--- src/rtl/stereo_pkg.sv ---
// Shared types and beat geometry for the stereovision debug stream selector.
// Gray taps carry one sample per pixel in the low bits of the beat.
package stereo_pkg;

  localparam int unsigned SPC    = 4;
  localparam int unsigned DW     = 8;
  localparam int unsigned PIX_W  = 3 * DW;
  localparam int unsigned BEAT_W = SPC * PIX_W;

  typedef enum logic [1:0] {
    WAIT_SOF,
    PASS,
    DRAIN
  } sel_state_t;

  // Copy gray sample k into all three colour channels of pixel k.
  function automatic logic [BEAT_W-1:0] gray_to_rgb(input logic [BEAT_W-1:0] beat);
    logic [BEAT_W-1:0] rgb;
    rgb = '0;
    for (int k = 0; k < int'(SPC); k++) begin
      for (int c = 0; c < 3; c++) begin
        rgb[k*PIX_W + c*DW +: DW] = beat[k*DW +: DW];
      end
    end
    return rgb;
  endfunction

endpackage

--- src/rtl/axis_skid_buffer.sv ---
// Two-entry AXI4-Stream register slice with registered outputs.
// Upstream ready comes straight from a flop so no combinational path crosses the slice.
module axis_skid_buffer #(
  parameter int unsigned WIDTH = 8
) (
  input  logic             i_clk,
  input  logic             i_rst_n,
  input  logic             i_valid,
  output logic             o_ready,
  input  logic [WIDTH-1:0] i_data,
  output logic             o_valid,
  input  logic             i_ready,
  output logic [WIDTH-1:0] o_data
);

  logic             r_out_valid;
  logic [WIDTH-1:0] r_out_data;
  logic             r_skid_valid;
  logic [WIDTH-1:0] r_skid_data;

  always_ff @(posedge i_clk or negedge i_rst_n) begin
    if (!i_rst_n) begin
      r_out_valid  <= 1'b0;
      r_out_data   <= '0;
      r_skid_valid <= 1'b0;
      r_skid_data  <= '0;
    end else if (i_ready || !r_out_valid) begin
      if (r_skid_valid) begin
        r_out_valid  <= 1'b1;
        r_out_data   <= r_skid_data;
        r_skid_valid <= 1'b0;
      end else begin
        r_out_valid <= i_valid;
        if (i_valid) begin
          r_out_data <= i_data;
        end
      end
    end else if (i_valid && !r_skid_valid) begin
      // Output stalled: park the beat accepted on the strength of last cycle's ready.
      r_skid_valid <= 1'b1;
      r_skid_data  <= i_data;
    end
  end

  assign o_ready = !r_skid_valid;
  assign o_valid = r_out_valid;
  assign o_data  = r_out_data;

endmodule

--- src/rtl/axis_debug_stream_select.sv ---
// Frame-aligned selector of one debug tap onto the display stream; gray taps become RGB.
// Tap switches only take effect between frames, so the display never sees a partial frame.
module axis_debug_stream_select
  import stereo_pkg::*;
#(
  parameter int unsigned            NUM_STREAMS       = 4,
  parameter int unsigned            SAMPLES_PER_CLOCK = SPC,
  parameter int unsigned            DATA_WIDTH        = DW,
  parameter int unsigned            HEIGHT            = 2160,
  parameter int unsigned            SEL_WIDTH         = 4,
  parameter logic [NUM_STREAMS-1:0] GRAY_MASK         = 4'b1110
) (
  input  logic                                                aclk,
  input  logic                                                aresetn,
  input  logic [NUM_STREAMS*3*SAMPLES_PER_CLOCK*DATA_WIDTH-1:0] s_axis_tdata,
  input  logic [NUM_STREAMS-1:0]                              s_axis_tvalid,
  input  logic [NUM_STREAMS-1:0]                              s_axis_tuser,
  input  logic [NUM_STREAMS-1:0]                              s_axis_tlast,
  output logic [NUM_STREAMS-1:0]                              s_axis_tready,
  output logic [3*SAMPLES_PER_CLOCK*DATA_WIDTH-1:0]           m_axis_disp_tdata,
  output logic                                                m_axis_disp_tvalid,
  output logic                                                m_axis_disp_tuser,
  output logic                                                m_axis_disp_tlast,
  input  logic                                                m_axis_disp_tready,
  input  logic [SEL_WIDTH-1:0]                                switch_img,
  output logic [SEL_WIDTH-1:0]                                active_sel,
  output logic                                                switch_pending
);

  localparam int unsigned BW = 3 * SAMPLES_PER_CLOCK * DATA_WIDTH;
  localparam int unsigned LW = $clog2(HEIGHT + 1);
  localparam logic [LW-1:0] LAST_LINE = LW'(HEIGHT - 1);
  localparam logic [LW-1:0] LINES_MAX = LW'(HEIGHT);

  logic [SEL_WIDTH-1:0] r_sw_meta, r_sw_sync, r_sw_cand, r_req, r_active_sel, w_sel_nxt;
  logic [1:0]           r_stab_cnt;
  logic [LW-1:0]        r_line_cnt, w_line_nxt;
  sel_state_t           r_state, w_state_nxt;

  logic [BW-1:0] w_tap_data, w_beat_rgb, w_out_data;
  logic          w_tap_valid, w_tap_user, w_tap_last, w_tap_gray;
  logic          w_skid_ready, w_accept, w_eof, w_fwd;

  // Switch input: 2-FF synchroniser, then a 4-cycle stability filter before req moves.
  always_ff @(posedge aclk or negedge aresetn) begin
    if (!aresetn) begin
      r_sw_meta  <= '0;
      r_sw_sync  <= '0;
      r_sw_cand  <= '0;
      r_stab_cnt <= '0;
      r_req      <= '0;
    end else begin
      r_sw_meta <= switch_img;
      r_sw_sync <= r_sw_meta;
      if (r_sw_sync != r_sw_cand) begin
        r_sw_cand  <= r_sw_sync;
        r_stab_cnt <= '0;
      end else if (r_stab_cnt != 2'd3) begin
        r_stab_cnt <= r_stab_cnt + 2'd1;
      end else begin
        r_req <= (32'(r_sw_cand) < NUM_STREAMS) ? r_sw_cand : '0;
      end
    end
  end

  always_comb begin
    w_tap_data  = '0;
    w_tap_valid = 1'b0;
    w_tap_user  = 1'b0;
    w_tap_last  = 1'b0;
    w_tap_gray  = 1'b0;
    for (int i = 0; i < int'(NUM_STREAMS); i++) begin
      s_axis_tready[i] = 1'b1;
      if (r_active_sel == SEL_WIDTH'(i)) begin
        w_tap_data       = s_axis_tdata[i*BW +: BW];
        w_tap_valid      = s_axis_tvalid[i];
        w_tap_user       = s_axis_tuser[i];
        w_tap_last       = s_axis_tlast[i];
        w_tap_gray       = GRAY_MASK[i];
        s_axis_tready[i] = w_skid_ready;
      end
    end
  end

  assign w_beat_rgb = w_tap_gray ? gray_to_rgb(w_tap_data) : w_tap_data;
  assign w_accept   = w_tap_valid & w_skid_ready;
  assign w_eof      = w_tap_last & (r_line_cnt == LAST_LINE);

  always_ff @(posedge aclk or negedge aresetn) begin
    if (!aresetn) begin
      r_state      <= WAIT_SOF;
      r_line_cnt   <= '0;
      r_active_sel <= '0;
    end else begin
      r_state      <= w_state_nxt;
      r_line_cnt   <= w_line_nxt;
      r_active_sel <= w_sel_nxt;
    end
  end

  always_comb begin
    w_state_nxt = r_state;
    w_sel_nxt   = r_active_sel;
    w_line_nxt  = r_line_cnt;
    w_fwd       = 1'b0;
    unique case (r_state)
      WAIT_SOF: begin
        // No frame in flight, so a new request can be taken immediately.
        if (r_req != r_active_sel) begin
          w_sel_nxt = r_req;
        end else if (w_accept && w_tap_user) begin
          w_fwd       = 1'b1;
          w_state_nxt = PASS;
        end
      end
      PASS: begin
        w_fwd = w_accept;
        if (r_req != r_active_sel) w_state_nxt = DRAIN;
      end
      DRAIN: begin
        if (w_accept && w_tap_user) begin
          // Short frame: the new frame's SOF closes this one and is dropped.
          w_sel_nxt   = r_req;
          w_state_nxt = WAIT_SOF;
        end else if (w_accept && w_eof) begin
          w_fwd       = 1'b1;
          w_sel_nxt   = r_req;
          w_state_nxt = WAIT_SOF;
        end else begin
          w_fwd = w_accept;
          if (r_req == r_active_sel) w_state_nxt = PASS;
        end
      end
      default: w_state_nxt = WAIT_SOF;
    endcase
    if (w_fwd) begin
      if (w_tap_user) begin
        w_line_nxt = w_tap_last ? LW'(1) : '0;
      end else if (w_tap_last && r_line_cnt != LINES_MAX) begin
        w_line_nxt = r_line_cnt + LW'(1);
      end
    end
  end

  axis_skid_buffer #(
    .WIDTH(BW + 2)
  ) u_skid (
    .i_clk  (aclk),
    .i_rst_n(aresetn),
    .i_valid(w_fwd),
    .o_ready(w_skid_ready),
    .i_data ({w_beat_rgb, w_tap_user, w_tap_last}),
    .o_valid(m_axis_disp_tvalid),
    .i_ready(m_axis_disp_tready),
    .o_data ({w_out_data, m_axis_disp_tuser, m_axis_disp_tlast})
  );

  assign m_axis_disp_tdata = w_out_data;
  assign active_sel        = r_active_sel;
  assign switch_pending    = (r_req != r_active_sel);

endmodule

--- config.mk ---
export PLATFORM = sky130hd
export DESIGN_NAME = axis_debug_stream_select
export DESIGN_NICKNAME = d
export VERILOG_FILES = /design/src/rtl/stereo_pkg.sv /design/src/rtl/axis_skid_buffer.sv /design/src/rtl/axis_debug_stream_select.sv
export SDC_FILE = /design/constraint.sdc
export NUM_CORES = 1
export LEC_CHECK = 0
export CORE_AREA = 8 8 194 196
export CTS_CLUSTER_SIZE = 40
export DETAILED_ROUTE_END_ITERATION = 6
export DIE_AREA = 0 0 202 204
export PLACE_DENSITY = 0.69
export SLEW_MARGIN = 20
export SYNTH_ARGS = -nofsm -noshare
export SYNTH_HDL_FRONTEND = slang
export SYNTH_SLANG_ARGS = --single-unit
--- constraint.sdc ---
create_clock -name aclk -period 2.89 [get_ports aclk]
set_clock_uncertainty 0.2 [all_clocks]
set_input_delay 0.578 -clock aclk [delete_from_list [all_inputs] [get_ports aclk]]
set_output_delay 0.578 -clock aclk [all_outputs]
set_load 0.01 [all_outputs]
==> reports/results.md, run 1 <==
| Result | This run | Unit |
|---|---|---|
| Vias in the first global route | 10,600 | - |
| Proportion of synthesized area in mux cells | 9.78 | % |
| Final Max Tran Viols | 0 | - |
| Post-route insts no fill | 2,003 | - |
| Pre-CTS setup slack | -366 | ps |
| Std-Cell Rows | 69 | - |
| Power, Total | 12.1 | mW |
| Largest net degree at the start of global routing | 80 | - |
| Largest vdd supply drop | 0.000485 | V |
| CTS tree | built | - |
| Width of the chip | 202 | um |
| Proportion of synthesized chip area in sequential cells | 50.9 | % |
| Netlist area before placement | 11,500 | um2 |
| Count of endpoints failing setup in the final report | 0 | - |
| Number of filler instances in the final layout | 3,157 | - |
| Avg Synthesized Cell Area | 9.68 | um2 |
| Fraction of synthesized cell area in xor and xnor cells | 1.37 | % |
| Layout cells sized above 1 | 16.4 | % |
| Antenna violations before repair | 11 | - |
| Main combinational cell family by area after synthesis | compound AO/OA/AOI/OAI gates | - |
| Instance count along the most critical hold path | 0 | - |
| Worst endpoint data arrival time | 3100 | ps |
| Clock root buffer | sky130_fd_sc_hd__clkbuf_16 | - |
| Destination of the worst hold path | r_sw_sync[1] | - |
| Antenna viol nets, final | 0 | - |
| Synthesized instance count | 1,188 | - |
| Net count of the mapped netlist | 1,594 | - |
| CTS H-Tree Depth | 1 | - |
| Hold WS | 143 | ps |
| Category of the most critical setup path | flip-flop to flip-flop | - |
| Peak clock frequency supported by timing | 0.347 | GHz |
| Number of buffers on the longest clock path | 3 | - |
| Top FF cell, synth | sky130_fd_sc_hd__dfrtp_1 | - |
| Critical Path Start Type | flip-flop | - |
| Sum of net half-perimeters after detailed placement | 29,400 | um |
| Synth Register Bits | 234 | - |
| Data required time at the worst endpoint | 3110 | ps |
| Die height | 204 | um |
| Placed Cells | 1,923 | - |
| Starting Density | 33.0 | % |
| Core ar. | 34,800 | um2 |
| Type of element capturing the critical path | flip-flop | - |
| Sinks on Clock Net | 234 | - |
| Rel. slew slack | 50.8 | % |
| Clock slew at the register clock pins of the worst setup and hold paths | 60 | ps |
| Port buffer count | 318 | - |
| Global placer's final weighted congestion | 0.846 | - |
| Remaining global-route overflow | 0 | - |
| RSZ-0062 raised after global routing | yes | - |
| Origin of the worst min-delay path | r_sw_meta[1] | - |
| Share of the clock period used by the worst path | 99.6 | % |
| Areal power density over the cells | 708 | nW/um2 |
| Total Routed Length | 43,800 | um |
| Leakage Power | 7.27 | nW |
| Outcome | finished clean | - |
| Overall track demand over capacity in global routing | 19.8 | % |
| Min-delay worst type | flip-flop to flip-flop | - |
| Worst-Margin Slew | 738 | ps |
| Count of cells along the worst register-to-register path | 9 | - |
| Number of flops mapped to enable cells by yosys | 0 | - |
| Vias after detailed routing | 10,600 | - |
| Crit Reg-Reg Endpoint | u_skid.r_skid_data[87] | - |
| Total number of nets in the final design | 1,924 | - |
| Count of different cell masters after synthesis | 50 | - |
| Wire length of the first global-routing pass | 64,200 | um |
| Top Ports | 511 | - |
| Simple logic cell fraction of the synthesized area | 10.6 | % |
| Peak fanout along the critical path | 18 | - |
| Wire length per cell after detailed routing | 21.9 | um |
| First DRT Iteration DRCs | 574 | - |
| First drt pass iteration count | 5 | - |
| Max-capacitance violation count | 0 | - |
| Signed area change from the synthesized netlist to the final layout | 48.1 | % |
| Number of buffers created by CTS | 28 | - |
| Share of the core filled with cells in the final layout | 48.9 | % |
| YS warnings | 0 | - |
| DRC Markers | 0 | - |
| Worst reg-to-reg setup slack | 10 | ps |
| Least setup slack across all paths after layout | 11.0 | ps |
| Arithmetic-cell share of the synthesized area counting full adders, half adders and majority gates | 0.326 | % |
| Start of the worst register-to-register path | active_sel[0] | - |
| Skew-Pair Late Insertion Delay | 540 | ps |
| Final Hold Viols | 0 | - |
| Detail-routed via count per cell | 5.29 | - |
| Share of the synthesized area in compound gates (AO/OA/AOI/OAI) | 22.7 | % |
| Minimum clock period | 2880 | ps |
| Die footprint | 41,200 | um2 |
| Async set-reset flop share out of synthesis | 100 | % |
==> metrics by stage <==
stage               TNS [ps]  instance area, um2
global route            -820               17000
finish                     0               17000
detailed placement    -56300               15400
global placement      -49280               15400
CTS                    -11.0               16600
floorplan                  0               11500
==> worst max-delay path, cell delays in order, from the launching register on <==
cell and delay (ps):
sky130_fd_sc_hd__dfrtp_2 440, sky130_fd_sc_hd__buf_6 130, sky130_fd_sc_hd__mux4_2 560, sky130_fd_sc_hd__o21ai_2 170, sky130_fd_sc_hd__nand2_1 90, sky130_fd_sc_hd__or4b_4 590, sky130_fd_sc_hd__buf_12 190, sky130_fd_sc_hd__clkbuf_16 190
sky130_fd_sc_hd__nand2_1 100, sky130_fd_sc_hd__o21ai_1 80
==> cells in the final DEF, fill, tap and decap left out, types with 3 or more instances in the layout <==
cell | netlist | routed
sky130_fd_sc_hd__nor2_1 | 48 | 45
sky130_fd_sc_hd__ha_1 | 3 | 3
sky130_fd_sc_hd__nand3_1 | 9 | 9
sky130_fd_sc_hd__o31ai_2 | 13 | 14
sky130_fd_sc_hd__a22o_1 | 16 | 16
sky130_fd_sc_hd__o21ai_0 | 244 | 233
sky130_fd_sc_hd__buf_6 | 8 | 5
sky130_fd_sc_hd__a211oi_1 | 5 | 5
sky130_fd_sc_hd__mux4_2 | 10 | 10
sky130_fd_sc_hd__buf_12 | 0 | 13
sky130_fd_sc_hd__a22oi_1 | 45 | 45
sky130_fd_sc_hd__bufinv_16 | 0 | 6
sky130_fd_sc_hd__and2_1 | 11 | 11
sky130_fd_sc_hd__o21ai_1 | 23 | 33
sky130_fd_sc_hd__clkinvlp_4 | 0 | 6
sky130_fd_sc_hd__buf_4 | 4 | 52
sky130_fd_sc_hd__dfrtp_1 | 234 | 231
sky130_fd_sc_hd__nand2_2 | 0 | 6
sky130_fd_sc_hd__nand2_1 | 193 | 187
sky130_fd_sc_hd__nand4_1 | 6 | 6
sky130_fd_sc_hd__nor3_1 | 4 | 3
sky130_fd_sc_hd__a2111oi_1 | 0 | 3
sky130_fd_sc_hd__a21oi_1 | 54 | 53
sky130_fd_sc_hd__xnor2_1 | 17 | 17
sky130_fd_sc_hd__or2_2 | 2 | 3
sky130_fd_sc_hd__bufbuf_16 | 0 | 3
sky130_fd_sc_hd__clkbuf_16 | 0 | 37
sky130_fd_sc_hd__inv_1 | 5 | 5
sky130_fd_sc_hd__mux2_1 | 5 | 5
sky130_fd_sc_hd__nand2b_1 | 4 | 4
sky130_fd_sc_hd__mux2_2 | 66 | 65
sky130_fd_sc_hd__a21o_1 | 23 | 23
sky130_fd_sc_hd__mux2i_1 | 10 | 10
sky130_fd_sc_hd__clkinv_2 | 0 | 5
sky130_fd_sc_hd__clkdlybuf4s50_1 | 0 | 314
==> what timing repair did <==
item | 4_1_cts | 5_1_grt
pin swaps | 1 | 3
gates resized for setup | 8 | 33
hold endpoints to repair | 133 | 0
hold buffers | 1 | 0
setup buffers | 3 | 9
endpoints found under the setup margin | 6 | 152
cloned | 3 | 10
==> worst max path at each step <==
stage | from | to | slack (ps)
after floorplan | active_sel[0] | u_skid.o_data[89] | 40
after global placement | s_axis_tuser[3] | u_skid.r_skid_data[14] | -290
after detailed placement | s_axis_tuser[3] | u_skid.r_skid_data[12] | -370
after CTS | active_sel[0] | u_skid.r_skid_data[12] | -10
after global routing | active_sel[0] | u_skid.r_skid_data[87] | -70
final | active_sel[0] | u_skid.r_skid_data[87] | 10
==> cell usage after synthesis, types with 9 or more instances <==
library cell               instances  area, um2
sky130_fd_sc_hd__a21o_1           23        173
sky130_fd_sc_hd__a21oi_1          54        270
sky130_fd_sc_hd__a22o_1           16        140
sky130_fd_sc_hd__a22oi_1          45        338
sky130_fd_sc_hd__and2_1           11       68.8
sky130_fd_sc_hd__clkbuf_1         82        308
sky130_fd_sc_hd__dfrtp_1         234       5860
sky130_fd_sc_hd__mux2_2           66        743
sky130_fd_sc_hd__mux2i_1          10        100
sky130_fd_sc_hd__mux4_2           10        225
sky130_fd_sc_hd__nand2_1         193        724
sky130_fd_sc_hd__nand3_1           9       45.0
sky130_fd_sc_hd__nor2_1           48        180
sky130_fd_sc_hd__o21ai_0         244       1220
sky130_fd_sc_hd__o21ai_1          23        115
sky130_fd_sc_hd__o31ai_2          13        163
sky130_fd_sc_hd__xnor2_1          17        149
==> cell type report <==
type / instances / area [um2] / area share (%)
Sequential cell: 234 / 5860 / 34.4
Tap cell: 461 / 577 / 3.39
Timing Repair Buffer: 403 / 4280 / 25.1
Antenna cell: 2 / 5.00 / 0.0294
Clock inverter: 19 / 270 / 1.59
Inverter: 5 / 18.8 / 0.110
Clock buffer: 33 / 761 / 4.47
Multi-Input combinational cell: 846 / 5260 / 30.9
==> metal layers <==
layer | up-vias | share of wire [%] | global-route usage (%)
li1 | 4894 | - | -
met1 | 5182 | 42 | 25.4
met2 | 418 | 46 | 31.6
met3 | 89 | 8.2 | 6.28
met4 | 18 | 3.2 | 6.00
met5 | - | 0.26 | 0
==> cell families after synthesis <==
logic type / after synthesis
AO/OA/AOI/OAI: 441
AND/OR/NAND/NOR: 292
flip-flops: 234
buffers and inverters: 109
multiplexers: 91
XOR/XNOR: 18
adder cells (fa/ha/maj): 3
==> flip-flops by register name, indices dropped and copies added, names as in the netlist <==
register / flops
u_skid.r_skid_valid: 1
r_line_cnt: 12
r_sw_cand: 4
r_state: 2
r_sw_meta: 4
r_sw_sync: 4
u_skid.o_data: 98
r_req: 4
r_stab_cnt: 2
active_sel: 4
u_skid.r_skid_data: 98
u_skid.o_valid: 1
==> where the power goes <==
group          internal, mW  switching (mW)
registers              4.23           0.532
logic                  1.84            1.54
clock network          2.43            1.48
total                  8.49            3.56
No activity file was read; power rests on OpenSTA's default activity.
==> inputs of run 2 (changes only) <==
Settings changed: CORE_AREA 8 8 194 196 to 8 8 190 192, DIE_AREA 0 0 202 204 to 0 0 198 200, DONT_BUFFER_PORTS set to 1, PLACE_DENSITY 0.69 to unset.
==> run 2 against run 1 <==
The flow now finishes with violations (hold timing). Critical path depth down 2. Setup slack gained 25 ps. Count of clock-buffer cells in the layout rose by 7. Critical endpoint is now u_skid.r_skid_data[10]. Non-clock buffer count down 342. Sequential power increased by 7.6%. Register-to-register slack improved by 20 ps. Critical path type unchanged. First-iteration DRC count is 10% higher.
==> reports/results.md, run 2 (synthesized netlist as in run 1, its figures left out) <==
| Result | This run | Unit | Delta |
|---|---|---|---|
| Outcome | finished, violations left | - |  |
| Failing checks | hold timing | - |  |
| CTS tree | built | - |  |
| Signed area change from the synthesized netlist to the final layout | 16.0 | % |  |
| Number of filler instances in the final layout | 3,252 | - | +3.0% |
| Ordered list of cells on the worst path | mux4_2, o21ai_2, nand2_2, or4b_4, buf_12, clkbuf_16, o31ai_2 | - |  |
| Peak fanout along the critical path | 16 | - | -2 |
| First DRT Iteration DRCs | 633 | - | +10% |
| Vias after detailed routing | 9,234 | - | -13% |
| Minimum clock period | 2850 | ps | -24.7 ps |
| Total of hold buffers inserted after clock tree synthesis | 4 | - | +3 |
| Antenna viol nets, final | 0 | - | unchanged |
| Remaining global-route overflow | 0 | - | unchanged |
| Final Hold Viols | 234 | - | +234 |
| Rel. slew slack | 45.0 | % | -5.8 points |
| Number of buffers created by CTS | 28 | - | unchanged |
| Skew-Pair Late Insertion Delay | 540 | ps | about the same |
| Peak clock frequency supported by timing | 0.350 | GHz | +0.86% |
| Port buffer count | 0 | - | -100% |
| Largest net degree at the start of global routing | 235 | - | +190% |
| Std-Cell Rows | 67 | - | -2.9% |
| Largest vdd supply drop | 0.000494 | V | +1.8% |
| Slowest Stage Delay on Critical Path | 600 | ps | about the same |
| Type of element capturing the critical path | flip-flop | - |  |
| Power, Total | 10.3 | mW | -15% |
| Die height | 200 | um | -2.0% |
| Share of the core filled with cells in the final layout | 40.3 | % | -8.7 points |
| Hold WS | -470 | ps | -613 ps |
| Sinks on Clock Net | 234 | - | unchanged |
| Total number of nets in the final design | 1,581 | - | -18% |
| Clock root buffer | sky130_fd_sc_hd__clkbuf_16 | - |  |
| Most frequent standard cell in the layout excluding fill and tap cells | sky130_fd_sc_hd__o21ai_0 | - |  |
| Pre-CTS setup slack | -55.4 | ps | +310 ps |
| Layout cells sized above 1 | 17.9 | % | +1.5 points |
| Slowest library cell on the worst path | sky130_fd_sc_hd__mux4_2 | - |  |
| Antenna violations before repair | 19 | - | +8 |
| Count of endpoints failing setup in the final report | 0 | - | unchanged |
| Vias in the first global route | 9,092 | - | -14% |
| Sum of net half-perimeters after detailed placement | 27,200 | um | -7.4% |
| Max-capacitance violation count | 0 | - | unchanged |
| Width of the chip | 198 | um | -2.0% |
| Detail-routed via count per cell | 5.61 | - | +5.9% |
| DRC Markers | 0 | - | unchanged |
| Number of buffers on the longest clock path | 3 | - | unchanged |
| Least setup slack across all paths after layout | 35.7 | ps | +24.7 ps |
| First drt pass iteration count | 5 | - | unchanged |
| CTS H-Tree Depth | 1 | - | unchanged |
| Wire length per cell after detailed routing | 25.1 | um | +15% |
| Data required time at the worst endpoint | 3140 | ps | +30 ps |
| Critical Path Start Type | flip-flop | - |  |
| Post-route design area | 13,300 | um2 | -22% |
| Overall track demand over capacity in global routing | 19.7 | % | -0.041 points |
| Die footprint | 39,600 | um2 | -3.9% |
| Total Routed Length | 41,400 | um | -5.6% |
| Clock slew at the register clock pins of the worst setup and hold paths | 60 | ps | about the same |
| Category of the most critical setup path | flip-flop to flip-flop | - |  |
| Min-delay worst type | input pin to async pin | - |  |
| Top Ports | 511 | - | unchanged |
| Area post-placement | 12,100 | um2 | -22% |
| Worst endpoint data arrival time | 3100 | ps | about the same |
| Final Max Tran Viols | 0 | - | unchanged |
| Wire length of the first global-routing pass | 59,400 | um | -7.6% |
| Worst-Margin Slew | 825 | ps | +87.0 ps |
| Areal power density over the cells | 772 | nW/um2 | +9.1% |
| Leakage Power | 5.78 | nW | -20% |
| Most frequent cells in the layout | sky130_fd_sc_hd__o21ai_0, sky130_fd_sc_hd__dfrtp_1, sky130_fd_sc_hd__nand2_1 | - |  |
| Core ar. | 33,100 | um2 | -4.8% |
| Share of the clock period used by the worst path | 98.8 | % | -0.85 points |
| Global placer's final weighted congestion | 0.798 | - | -5.7% |
| Starting Density | 34.7 | % | +1.7 points |
run 2: cell count changes in the layout (fill, tap and decap cells not counted), sizes merged:
cell | previous run | this run
dlygate4sd3 | 1 | 4
diode | 2 | 3
clkbuf | 41 | 45
buf | 74 | 52
clkinvlp | 6 | 2
dlymetal6s2s | 2 | 0
bufbuf | 3 | 0
inv | 7 | 6
or2 | 4 | 3
bufinv | 6 | 1
dlygate4sd2 | 1 | 0
clkinv | 5 | 7
clkdlybuf4s50 | 314 | 0
run 2: repair_timing:
item	in CTS	in global routing
hold endpoints to repair	238	234
buffers inserted	1	1
gates resized for setup	5	12
gates cloned	2	5
pin swaps	1	1
setup endpoints to repair	65	69
run 2: final timing paths:
| check | from | to | slack (ps) | depth (start not counted) |
|---|---|---|---|---|
| setup reg to reg | active_sel[0] | u_skid.r_skid_data[10] | 40 | 7 |
| setup / recovery | active_sel[0] | u_skid.r_skid_data[10] | 40 | 7 |
| hold / removal | aresetn | u_skid.r_skid_data[6] | -470 | 0 |
| min in group aclk | s_axis_tdata[24] | u_skid.r_skid_data[26] | 50 | 2 |
| max in group asynchronous | aresetn | u_skid.r_skid_data[94] | 2440 | 0 |
| hold reg to reg | r_sw_meta[0] | r_sw_sync[0] | 150 | 0 |
run 2: layout make-up:
| class | instances | area [um2] | area share, % |
|---|---|---|---|
| timing repair buffer | 61 | 731 | 5.48 |
| tap | 448 | 561 | 4.20 |
| sequential | 234 | 5860 | 44.0 |
| multi-input combinational | 845 | 5220 | 39.1 |
| inverter | 5 | 18.8 | 0.141 |
| clock buffer | 40 | 837 | 6.28 |
| clock inverter | 11 | 96.3 | 0.723 |
| antenna | 3 | 7.51 | 0.0563 |
run 2: report_power, final:
group          leakage [nW]  switching [mW]  internal (mW)
registers              2.90           0.892           4.23
logic                  2.42           0.871          0.754
clock network         0.459            1.44           2.10
run 2: routing by layer:
layer  up-vias  share of wire [%]  track usage, %
met2       389                 47            32.6
met3        85                9.7            6.72
met1      4543                 40            24.5
met4        20                3.0            5.23
li1       4197                  -               -
met5         -               0.31               0
run 2: metrics by stage:
step,setup TNS [ps],std cells
2_1_floorplan,0,1188
3_3_place_gp,-491,1580
3_5_place_dp,-1960,1580
4_1_cts,-779,1638
5_1_grt,-27.7,1646
6_report,0,1647
run 2: critical path: cells and delay by family, from the launching register on:
family	cells	cell delay, ps
simple gates	2	630
flops	1	510
mux	1	600
compound gates	2	400
buf+inv	2	390
==> inputs of run 3 (changes only) <==
Settings changed: SETUP_SLACK_MARGIN set to 0.5.
==> run 3 against run 2 <==
Utilization increased by 2.4 points. Flip-flop and latch count unchanged. The flow still finishes with violations (hold timing). Critical endpoint is now u_skid.o_data[86]. Highest routed layer is now met4. Count of clock-buffer cells in the layout decreased by 1.
==> reports/results.md, run 3 (synthesized netlist as in run 1, its figures left out) <==
| Result | This run | Unit | Delta |
|---|---|---|---|
| Vias in the first global route | 9,283 | - | +2.1% |
| Count of endpoints failing setup in the final report | 0 | - | unchanged |
| Count of cells along the worst register-to-register path | 8 | - | +1 |
| Data required time at the worst endpoint | 3100 | ps | -40 ps |
| Switching part of the total | 30.8 | % | -0.36 points |
| Starting Density | 34.7 | % | unchanged |
| Rel. slew slack | 40.3 | % | -4.7 points |
| CTS tree | built | - |  |
| Share of the core filled with cells in the final layout | 42.7 | % | +2.4 points |
| First DRT Iteration DRCs | 633 | - | unchanged |
| Failing checks | hold timing | - |  |
| Min-delay worst type | input pin to async pin | - |  |
| Part of the total power dissipated in combinational logic | 18.4 | % | +2.6 points |
| Clock slew at the register clock pins of the worst setup and hold paths | 60 | ps | about the same |
| Global placer's final weighted congestion | 0.883 | - | +11% |
| Width of the chip | 198 | um | unchanged |
| Total number of nets in the final design | 1,603 | - | +1.4% |
| Portion of total power attributed to sequential cells | 48.0 | % | -1.8 points |
| DRC Markers | 0 | - | unchanged |
| Die height | 200 | um | unchanged |
| Sinks on Clock Net | 234 | - | unchanged |
| Number of buffers on the longest clock path | 3 | - | unchanged |
| Core ar. | 33,100 | um2 | unchanged |
| Clock root buffer | sky130_fd_sc_hd__clkbuf_16 | - |  |
| Detail-routed via count per cell | 5.56 | - | -0.87% |
| Type of element capturing the critical path | flip-flop | - |  |
| Vias after detailed routing | 9,259 | - | +0.27% |
| Std-Cell Rows | 67 | - | unchanged |
| Skew-Pair Late Insertion Delay | 540 | ps | about the same |
| End of the critical path | u_skid.o_data[86] | - |  |
| Max-capacitance violation count | 0 | - | unchanged |
| Minimum clock period | 2800 | ps | -58.9 ps |
| Total of hold buffers inserted after clock tree synthesis | 4 | - | unchanged |
| Largest net degree at the start of global routing | 235 | - | unchanged |
| Remaining global-route overflow | 0 | - | unchanged |
| Wire length of the first global-routing pass | 57,400 | um | -3.3% |
| Peak clock frequency supported by timing | 0.358 | GHz | +2.1% |
| Most frequent cells in the layout | sky130_fd_sc_hd__dfrtp_1, sky130_fd_sc_hd__nand2_1, sky130_fd_sc_hd__o21ai_0 | - |  |
| Leakage Power | 6.05 | nW | +4.7% |
| Final Hold Viols | 234 | - | unchanged |
| Setup TNS Final | 0 | ps | unchanged |
| Footprint of the flip-flops and latches | 5860 | um2 | about the same |
| Total Routed Length | 40,900 | um | -1.2% |
| Wire length per cell after detailed routing | 24.5 | um | -2.3% |
| Hold WS | -451 | ps | +19.0 ps |
| Worst endpoint data arrival time | 3010 | ps | -90 ps |
| Peak fanout along the critical path | 8 | - | -8 |
| Share of the clock period used by the worst path | 96.7 | % | -2.0 points |
| Number of buffers created by CTS | 27 | - | -3.6% |
| Die footprint | 39,600 | um2 | unchanged |
| Part of the power in the clock network | 33.6 | % | -0.8 points |
| Power Internal | 7.45 | mW | +5.1% |
| Port buffer count | 0 | - | unchanged |
| Areal power density over the cells | 761 | nW/um2 | -1.4% |
| Overall track demand over capacity in global routing | 18.7 | % | -1.0 points |
| Signed area change from the synthesized netlist to the final layout | 23.0 | % |  |
| Worst-Margin Slew | 895 | ps | +69.9 ps |
| Critical Path Start Type | flip-flop | - |  |
| Crit Reg-Reg Endpoint | u_skid.o_data[86] | - |  |
| CTS H-Tree Depth | 1 | - | unchanged |
| Start of the worst register-to-register path | active_sel[0] | - |  |
| Source of the critical timing path | active_sel[0] | - |  |
| Reported net switching power | 3.32 | mW | +3.4% |
| Power, Total | 10.8 | mW | +4.6% |
| Number of filler instances in the final layout | 3,135 | - | -3.6% |
| Most frequent standard cell in the layout excluding fill and tap cells | sky130_fd_sc_hd__dfrtp_1 | - |  |
| Outcome | finished, violations left | - |  |
| Antenna violations before repair | 2 | - | -17 |
| Worst reg-to-reg setup slack | 90 | ps | +60 ps |
| Final Max Tran Viols | 0 | - | unchanged |
| Sum of net half-perimeters after detailed placement | 25,900 | um | -5.1% |
| Largest vdd supply drop | 0.000501 | V | +1.4% |
| Antenna viol nets, final | 0 | - | unchanged |
| First drt pass iteration count | 4 | - | -1 |
| RSZ-0062 raised after global routing | yes | - |  |
| Layout cells sized above 1 | 24.7 | % | +6.8 points |
| Top Ports | 511 | - | unchanged |
| Combined area of the multi-input logic cells | 5590 | um2 | +7.1% |
| Category of the most critical setup path | flip-flop to flip-flop | - |  |
[run 3: worst min-delay path by stage]
stage | from | end | slack, ps | cells past startpoint
after CTS | aresetn | u_skid.r_skid_data[59] | -490 | 0
after global routing | aresetn | u_skid.o_data[15] | -490 | 0
after floorplan | aresetn | active_sel[0] | 80 | 0
after global placement | aresetn | u_skid.o_data[6] | 90 | 0
after detailed placement | aresetn | u_skid.o_data[6] | 90 | 0
final | aresetn | u_skid.o_data[6] | -450 | 0
[run 3: area by class of cell]
| type | instances | share of cell area [%] |
|---|---|---|
| timing repair buffer | 83 | 8.25 |
| sequential | 234 | 41.5 |
| multi-input combinational | 846 | 39.5 |
| antenna | 2 | 0.0354 |
| clock buffer | 39 | 5.52 |
| inverter | 5 | 0.133 |
| clock inverter | 9 | 1.11 |
| tap | 448 | 3.96 |
[run 3: per-stage QoR]
stage                     instance area [um2]  hold WS (ps)  setup slack, ps  std cells
after global placement                  12100          94.4            -71.0       1578
after floorplan                         11600          82.4             90.3       1188
final                                   14100          -451             94.7       1666
after CTS                               13600          -492              162       1649
after global routing                    14100          -486             26.0       1665
after detailed placement                12100          94.3             -122       1578
[run 3: power by group through the flow]
stage / Clock, mW / Sequential [mW] / Combinational, mW
6_report: 3.62 / 5.16 / 1.98
5_1_grt: 3.86 / 5.29 / 2.21
4_1_cts: 3.72 / 5.15 / 1.70
3_5_place_dp: 0 / 5.20 / 1.57
3_3_place_gp: 0 / 5.17 / 1.51
2_1_floorplan: 0 / 4.92 / 1.28
[run 3: routing by layer]
layer	wire length, um	vias to the layer above	global-route usage (%)
met5	0	-	0
met4	1080	0	5.45
met3	3690	67	6.22
met2	19000	402	29.5
met1	17100	4537	24.3
li1	-	4253	-
[run 3: what timing repair did]
action | CTS | global route
hold endpoints to repair | 238 | 234
pin swaps | 4 | 24
setup endpoints to repair | 218 | 221
resized for setup | 43 | 152
gates cloned | 10 | 10
buffers inserted | 9 | 5
[run 3: worst max-delay path: stages (launching register included)]
cell and delay (ps):
sky130_fd_sc_hd__dfrtp_2 470, sky130_fd_sc_hd__mux4_2 610, sky130_fd_sc_hd__o21ai_2 210, sky130_fd_sc_hd__buf_4 140
sky130_fd_sc_hd__buf_6 90, sky130_fd_sc_hd__a31oi_4 80, sky130_fd_sc_hd__or2_4 380, sky130_fd_sc_hd__buf_16 190
sky130_fd_sc_hd__mux2_4 290
